`src/rtl/dmem_access_ctrl.sv`:
```
// dmem_access_ctrl: load/store initiator for a word-addressed data memory.
// It does sub-word extraction for loads and read-modify-write for byte and halfword stores.
module dmem_access_ctrl #(
    parameter int TAG_W       = 4,
    parameter int DEPTH_WORDS = 128
) (
    input  logic             clk,
    input  logic             reset,
    input  logic             req_valid,
    output logic             req_ready,
    input  logic             req_we,
    input  logic [1:0]       req_size,
    input  logic             req_sign,
    input  logic [31:0]      req_addr,
    input  logic [31:0]      req_wdata,
    input  logic [TAG_W-1:0] req_tag,
    output logic             resp_valid,
    input  logic             resp_ready,
    output logic [TAG_W-1:0] resp_tag,
    output logic [31:0]      resp_rdata,
    output logic             resp_err,
    output logic             mem_we,
    output logic [31:0]      mem_a,
    output logic [31:0]      mem_wd,
    input  logic [31:0]      mem_rd
);
    typedef enum logic [2:0] {IDLE, LD, RMW_RD, WR, RESP} state_t;
    state_t      state;
    logic [31:0] addr_q, merge_q;
    logic [15:0] wdata_q;
    logic [1:0]  size_q;
    logic        sign_q;
    logic        req_err;
    logic [4:0]  bsh;
    logic [7:0]  rb;
    logic [15:0] rh;
    logic [31:0] ld_val, lane_mask, lane_data;
    always_comb begin
        req_err   = req_size == 2'b11 || (req_size == 2'b01 && req_addr[0])
                    || (req_size == 2'b10 && req_addr[1:0] != 2'b00)
                    || req_addr[31:2] >= 30'(DEPTH_WORDS);
        bsh       = size_q[0] ? {addr_q[1], 4'b0000} : {addr_q[1:0], 3'b000};
        rb        = 8'(mem_rd >> bsh);
        rh        = 16'(mem_rd >> bsh);
        ld_val    = size_q == 2'b10 ? mem_rd
                  : size_q[0] ? {{16{sign_q & rh[15]}}, rh} : {{24{sign_q & rb[7]}}, rb};
        lane_mask = (size_q[0] ? 32'h0000_ffff : 32'h0000_00ff) << bsh;
        lane_data = (size_q[0] ? {16'h0, wdata_q} : {24'h0, wdata_q[7:0]}) << bsh;
    end
    assign req_ready  = state == IDLE;
    assign resp_valid = state == RESP;
    assign mem_we     = state == WR;
    assign mem_a      = (state == LD || state == RMW_RD || state == WR) ? {addr_q[31:2], 2'b00} : '0;
    assign mem_wd     = state == WR ? merge_q : '0;
    always_ff @(posedge clk) begin
        if (reset) begin
            state      <= IDLE;
            addr_q     <= '0;
            merge_q    <= '0;
            wdata_q    <= '0;
            size_q     <= '0;
            sign_q     <= 1'b0;
            resp_tag   <= '0;
            resp_rdata <= '0;
            resp_err   <= 1'b0;
        end else begin
            case (state)
                IDLE: if (req_valid) begin
                    addr_q     <= req_addr;
                    size_q     <= req_size;
                    sign_q     <= req_sign;
                    wdata_q    <= req_wdata[15:0];
                    merge_q    <= req_wdata;
                    resp_tag   <= req_tag;
                    resp_err   <= req_err;
                    resp_rdata <= '0;
                    state      <= req_err ? RESP : !req_we ? LD : req_size == 2'b10 ? WR : RMW_RD;
                end
                LD: begin
                    resp_rdata <= ld_val;
                    state      <= RESP;
                end
                RMW_RD: begin
                    merge_q <= (mem_rd & ~lane_mask) | lane_data;
                    state   <= WR;
                end
                WR:      state <= RESP;
                RESP:    if (resp_ready) state <= IDLE;
                default: state <= IDLE;
            endcase
        end
    end
endmodule
```
`config.mk`:
```
export PLATFORM = sky130hd
export DESIGN_NAME = dmem_access_ctrl
export DESIGN_NICKNAME = d
export VERILOG_FILES = /design/src/rtl/dmem_access_ctrl.sv
export SDC_FILE = /design/constraint.sdc
export NUM_CORES = 1
export LEC_CHECK = 0
export ABC_CLOCK_PERIOD_IN_PS = 1600
export CAP_MARGIN = 0
export CORE_AREA = 2 2 126 128
export DETAILED_ROUTE_END_ITERATION = 6
export DIE_AREA = 0 0 128 130
export PLACE_DENSITY_LB_ADDON = 0.15
export SYNTH_ARGS = -nofsm -noshare
export SYNTH_HDL_FRONTEND = slang
export SYNTH_SLANG_ARGS = --single-unit
```
`constraint.sdc`:
```
create_clock -name clk -period 1.6 [get_ports clk]
set_clock_uncertainty 0.1 [all_clocks]
set_input_delay 0.16 -clock clk [delete_from_list [all_inputs] [get_ports clk]]
set_output_delay 0.16 -clock clk [all_outputs]
set_load 0.02 [all_outputs]
```
Word level (Yosys, flattened, before mapping):

Cells that the tools add are included.

* add/subtract/negate cells: 0
* multipliers: 0
* div/mod/pow operators: 0
* magnitude comparators: 1
* equal/unequal tests: 10
* shift-type cells: 3
* multiplexer cells: 17
* bitwise operators: 5
* reductions and logical operators: 16

Operators by type and width (number)
* 32-bit two-way mux: 6
* 32-bit one-hot mux with 2 select lines: 2
* 16-bit by 5-bit left shift with 32-bit output: 2
* 32-bit AND: 1
* 16-bit two-way mux: 2
* 32-bit NOT: 1
* 32-bit bitwise OR: 1
* 32-bit by 5-bit >> shifter with 16-bit output: 1
* 30-bit by 8-bit >= comparator with 1-bit output, second input constant: 1
* 3-bit one-hot mux with 4 select lines: 1
* 3-bit two-way mux: 3
* 2-bit AND reduction: 4
* 2-bit == test, second input constant: 3
* 3-bit by 2-bit == test with 1-bit output, second input constant: 2
* 2-bit nonzero test: 3
* 1-bit logical OR: 5
* 4-bit two-way mux: 1
* 3-bit by 1-bit == test with 1-bit output, second input constant: 1
* 3-bit == test, second input constant: 1
* 3-bit logical NOT: 1
* 1-bit AND: 2
* 2-bit by 1-bit == test with 1-bit output, second input constant: 1
* 1-bit logical AND: 2
* 2-bit two-way mux: 1
* 4 further kinds: 4

* bits in registers: 123
* bits in latches: 0
* bits in writable memories: 0
* bits in read-only memories: 0
* output and inout bits: 104
* logic and storage cells: 61
* memories: 0

Logic depth before layout (Yosys ltp):

Gate-level depths: netlist of the first run.

* word-level depth: 8
* gate-level depth with buffers: 8
* gate-level depth less buffers: 4

Least setup slack after synthesis of the first run:

Ideal clock, no wire load.

* path kind: register to register
* start point: reg state[1]
* end point: reg addr_q[0]
* setup time: 132 ps
* arrival time: 1694 ps
* data required time: 1368 ps
* setup slack: -326 ps
* stages on the path, launching flop included: 7
* clock period less this slack: 1926 ps
* cells stage by stage: dfxtp_1 -> buf_6 -> nor3_1 -> nand2_1 -> clkbuf_1 -> nand2_1 -> a21oi_1

* word-level cells in the longest chain between the ends: 2

RTL lines
* start, declared: line 28 `state_t state;`
* start signal, assigned: line 77 `state <= req_err ? RESP : !req_we ? LD : req_size == 2'b10 ? WR : RMW_RD;`
* 3-bit logical NOT
* via req_ready: line 10 `output logic req_ready,`
* 2-bit AND reduction (no line)
* end signal, assigned: line 69 `addr_q <= req_addr;`
* end, declared: line 29 `logic [31:0] addr_q, merge_q;`

The timed path passes the listed nets, and every way through them passes these cells.
A chain may end at the register's enable or synchronous reset.

Final worst setup path of the first run:

* start point: reg state[2]
* end point: reg merge_q[0]

* word-level cells in the longest chain between the ends: 3

RTL lines
* 3-bit by 2-bit == test with 1-bit output / 3-bit logical NOT (equally long branches): line 67 `case (state)`
* 2-bit nonzero test (no line) / 2-bit inequality test (equally long branches)
* 2-bit AND reduction (no line)
* end signal, assigned: line 73 `merge_q <= req_wdata;`
* end signal, assigned: line 84 `merge_q <= (mem_rd & ~lane_mask) | lane_data;`
* end, declared: line 29

Several ways; a longest one is shown, not always the timed one.

==> results of run 1 <==
[cells in the mapped netlist, drive strengths merged, types with 10 or more instances]
master  number
a21oi       72
a221o       16
a221oi      15
a22o        12
a311oi      24
and2        34
and3        48
buf         32
clkbuf      39
dfxtp      123
inv         11
nand2      173
nand2b      10
nor2        22
o21ai       25
[state kept, by name (all words and copies together) (netlist names)]
register and cells:
sign_q 1, resp_rdata 32, merge_q 32, resp_tag 4
addr_q 32, resp_err 1, size_q 2, wdata_q 16
state 3
[cells by family (layout without fill, tap and decap cells)]
family | count (synthesis) | in the layout | synth area share [%]
multiplexers | 7 | 7 | 1.17
flip-flops | 123 | 123 | 41.1
buffers and inverters | 82 | 394 | 6.83
AND/OR/NAND/NOR | 309 | 310 | 24.9
AO/OA/AOI/OAI | 219 | 219 | 25.9
other | 1 | 2 | 0.0626
[final timing paths]
kind               start  depth (start not counted)         end
max reg2reg     state[2]                          8  merge_q[0]
min reg2reg    addr_q[9]                          2   addr_q[9]
min          req_addr[2]                          3   addr_q[2]
max             state[2]                          8  merge_q[0]
[area by class of cell]
class | instances | area, µm² | area share [%]
Clock buffer | 22 | 474 | 4.29
Sequential cell | 123 | 2480 | 22.4
Multi-Input combinational cell | 538 | 3900 | 35.3
Tap cell | 192 | 240 | 2.17
Inverter | 11 | 41.3 | 0.374
Clock inverter | 8 | 118 | 1.06
Timing Repair Buffer | 353 | 3800 | 34.4
[per-layer routing]
metal	vias to the layer above	routed length [µm]	global-route usage [%]	share of wire, %
li1	3278	-	-	-
met1	3476	10400	35.4	40
met2	382	12800	49.3	49
met3	89	1920	6.64	7.3
met4	0	1120	13.0	4.3
met5	-	0	0	0
[worst max-delay path, cell delays in order (launching register included)]
cell	delay, ns
dfxtp_4	0.37
buf_8	0.13
nor4b_4	0.26
buf_6	0.17
buf_12	0.12
buf_8	0.12
nand2_2	0.07
and3_1	0.18
a311oi_1	0.31
[through the flow]
step	cells	cell area [µm²]
floorplan	742	6010
global placement	1168	8790
detailed placement	1168	8790
CTS	1226	10300
global route	1247	11000
finish	1247	11000
[report_power, final]
group	switching [mW]	internal, mW
clock network	1.39	2.54
registers	0.115	3.20
logic	0.768	0.803
total	2.28	6.55
[timing repair]
| item | in CTS | in global routing |
|---|---|---|
| hold buffers | 0 | 0 |
| gates cloned | 14 | 4 |
| buffers inserted | 14 | 23 |
| pin swaps | 36 | 47 |
| setup endpoints to repair | 208 | 182 |
| gates resized for setup | 528 | 154 |
==> reports/qor.yml, run 1 <==
status: "finished with violations"
violations: "setup timing"
wirelength_um: 26200
cts_buffer_depth: 2
dr.pass1.iters: 6
cts_buffers: 17
vias: 7225
rsz0062_at_grt: "yes"
fin_ws_ns: -0.353
p_total_mw: 8.82
hp-class: "input pin to flop"
maxSlewViolCount: 0
drc: 0
io_pins: 212
yosysUniqueCellTypes: 45
cts_max_level: 4
clk_pin_slew_ns: 0.06
ir_drop_mv: 0.741
floorplan.initialDensity_pct: 38.8
final_core_utilization_pct: 71.6
fin_nets: 1152
r2r_slack_ns: -0.35
num_rows: 46
clock_latency_ns: 0.43
track_usage_pct: 29.0
grt_pass1_wl_um: 37300
place_ws_ns: -0.388
synth_seq_cells: 123
max_freq_mhz: 512
synthDominantCellAreaShare_pct: 41.1
leakage_nw: 4.58
area_delta_synth_final_pct: 84.4
grt_pass1_vias: 6858
maxCapViolCount: 0
final_common_cell: "nand2_1"
end_kind: "flop"
post_synth.cell_area_avg_um2: 8.08
path_max_fanout: 6
antenna_found_initial: 0
synth_top_cell_by_area: "dfxtp_1"
via_per_inst: 5.79
gp_congestion: 0.945
synthCells: 741
fp.dieW_um: 128
critPathRequiredTime_ns: 1.82
clock-sinks: 123
drive_above_1_share_pct: 40.3
period_share_pct: 122
finalSetupViolations: 171
period_minus_slack_ns: 1.95
cts_tree: "done"
powerDensity_nw_per_um2: 799
arrival_ns: 2.17
worstSetupPathType: "flop to flop"
ys_warn_count: 0
overflow: 0
grt_start_max_net_pins: 36
n_antenna_cell: 0
core_area_um2: 15400
wl_per_cell_um: 21.0
clock-root-buffer: "clkbuf_16"
fillers: 1133
die_h_um: 130
port_buffers: 209
async_flop_share_pct: 0
startpoint_type: "flop"
postRouteAntennaNets: 0
die-area_um2: 16600
yosysSeqAreaShare_pct: 41.1
layout_common_cells: "nand2_1, dfxtp_1, clkdlybuf4s50_1"
synth_edf_count: 0
final.setup.tns_ns: -27.16
syn-cell-area_um2: 5990
drt_iter0_markers: 658
hold-worst-slack_ns: 0.183
ys.flop_type: "dfxtp_1"
dp_hpwl_um: 16700
synthTopCellsByArea: "dfxtp_1, nand2_1, a21oi_1"
hold_violations: 0
No activity file was read; power rests on OpenSTA's default activity.
==> run 2: changes to the inputs <==
Settings changed: ABC_CLOCK_PERIOD_IN_PS 1600 to 1650, TNS_END_PERCENT from default to 50.
Clock period 1.6 ns to 1.65 ns, I/O delays scaled along.
==> run 2 against run 1 <==
Against the previous run: the flow still finishes with violations (setup timing); first-iteration DRC count is 23% lower; design area is 9.0% lower; via count is 3.4% lower; global-route usage decreased by 1.3 points; register-to-register slack better by 0.16 ns; setup slack better by 0.15 ns; utilization shrank 6.4 points; routed wire length decreased by 8.6%; combinational power fell by 14%; final cell count down 1.1%; worst hold slack better by 0.0095 ns; critical path type is now flop to primary output; largest power group unchanged; highest routed layer unchanged.
==> reports/qor.yml, run 2 (synthesis gave the netlist of run 1 again) <==
critPathRequiredTime_ns: 1.38
overflow: 0
top_regs: "addr_q: 32 flops, merge_q: 32 flops, resp_rdata: 32 flops"
track_usage_pct: 27.8
max_freq_mhz: 540
drive_above_1_share_pct: 28.4
worstReg2RegStart: "state[0]"
drt_iter0_markers: 507
combPwrFrac_pct: 16.8
grt_start_max_net_pins: 80
min_path_cells: 3
gp_congestion: 0.961
place_area_um2: 8890
design_area_um2: 10100
wirelength_um: 24000
cts_buffer_depth: 2
port_buffers: 209
dp_hpwl_um: 16800
startpoint_type: "flop"
hold_violations: 0
vias: 6979
clock-root-buffer: "clkbuf_16"
clk_pin_slew_ns: 0.05
leakage_nw: 4.12
cts_max_level: 4
floorplan.initialDensity_pct: 38.8
dr.pass1.iters: 7
grt_pass1_vias: 6754
io_pins: 212
die_h_um: 130
maxCapViolCount: 0
period_minus_slack_ns: 1.85
switchingPower_mw: 2.09
grt_pass1_wl_um: 35600
clkPwrFrac_pct: 43.1
hold_start: "req_addr[5]"
num_rows: 46
reg2regPathDepth: 7
switching_share_pct: 26.0
clock_latency_ns: 0.42
powerDensity_nw_per_um2: 797
postRouteAntennaNets: 0
ir_drop_mv: 0.723
maxSlewViolCount: 0
area_delta_synth_final_pct: 67.9
die-area_um2: 16600
end_kind: "primary output"
antenna_found_initial: 0
fin_nets: 1137
via_per_inst: 5.66
layoutNonFillerInstCount: 1233
cts_hold_buf: 0
period_share_pct: 112
fp.dieW_um: 128
dpl.cell_count: 1178
layout_common_cells: "nand2_1, clkdlybuf4s50_1, dfxtp_1"
worstHoldEndpoint: "addr_q[5]"
clock-sinks: 123
rsz0062_at_grt: "yes"
core_area_um2: 15400
n_antenna_cell: 0
drc: 0
cts_buffers: 17
arrival_ns: 1.59
reg2reg_to: "merge_q[18]"
final_common_cell: "nand2_1"
violations: "setup timing"
wl_per_cell_um: 19.5
seq_power_share_pct: 40.0
path_max_fanout: 3
cts_tree: "done"
finalSetupViolations: 191
status: "finished with violations"
r2r_slack_ns: -0.19
worstSetupPathType: "flop to primary output"
p_int_mw: 5.93
hp-class: "input pin to flop"
fin_ws_ns: -0.203
[run 2: cell types whose count changed in the layout (fill, tap and decap cells not counted), moves of 13 or more]
| cell | change |
|---|---|
| nand2_2 | -13 |
| buf_6 | -40 |
| dlygate4sd2_1 | -37 |
| and2_1 | +28 |
| buf_4 | +26 |
| and3_4 | -20 |
| a21oi_1 | +17 |
| a21oi_2 | -17 |
| and2_4 | -28 |
| clkdlybuf4s50_1 | +37 |
| nand2_1 | +21 |
| and3_1 | +20 |
[run 2: area by class of cell]
class / instances / area (µm²)
Timing Repair Buffer: 338 / 3360
Clock buffer: 22 / 464
Tap cell: 192 / 240
Clock inverter: 9 / 72.6
Fill cell: 1258 / 5370
Inverter: 11 / 41.3
Multi-Input combinational cell: 538 / 3400
Sequential cell: 123 / 2470
[run 2: repair_timing]
action / CTS / global route
buffers inserted: 12 / 3
pin swaps: 19 / 15
resized for setup: 316 / 127
endpoints found under the setup margin: 178 / 217
cloned: 4 / 5
[run 2: critical path, stage by stage, from the launching register on]
cell and delay, ns:
dfxtp_2 0.35, nor2b_4 0.23, buf_6 0.14, buf_6 0.10, buf_6 0.08, and3_4 0.17, buf_6 0.11
[run 2: through the flow]
stage | setup slack (ns) | power (mW) | setup TNS [ns] | util (%) | hold WS, ns
after floorplan | -0.0559 | 3.76 | -1.06 | - | 0.201
after global placement | -0.387 | 4.40 | -22.75 | 57.6 | 0.338
after detailed placement | -0.410 | 4.43 | -25.83 | 57.6 | 0.344
after CTS | -0.245 | 7.96 | -18.19 | 64.1 | 0.180
after global routing | -0.266 | 8.28 | -26.33 | 65.2 | 0.204
final | -0.203 | 8.02 | -14.61 | 65.2 | 0.192
[run 2: worst max-delay path by stage]
stage / cells past startpoint / startpoint / endpoint
after floorplan: 8 / state[0] / resp_rdata[20]
after global placement: 5 / addr_q[1] / merge_q[26]
after detailed placement: 5 / addr_q[1] / merge_q[26]
after CTS: 4 / state[0] / mem_wd[14]
after global routing: 7 / state[0] / merge_q[18]
final: 6 / state[0] / mem_wd[20]
[run 2: metal layers]
metal	part of all wire, %	global-route usage (%)	vias to the layer above	wire length (µm)
li1	-	-	3241	-
met1	41	33.6	3371	9780
met2	49	46.9	307	11700
met3	6.7	6.97	60	1600
met4	3.8	12.5	0	900
met5	0	0	-	0
[run 2: power groups by stage]
stage | clock, mW | combinational (mW) | sequential [mW]
2_1_floorplan | 0 | 0.525 | 3.23
3_3_place_gp | 0 | 1.14 | 3.25
3_5_place_dp | 0 | 1.17 | 3.26
4_1_cts | 3.50 | 1.25 | 3.20
5_1_grt | 3.62 | 1.43 | 3.22
6_report | 3.46 | 1.35 | 3.21
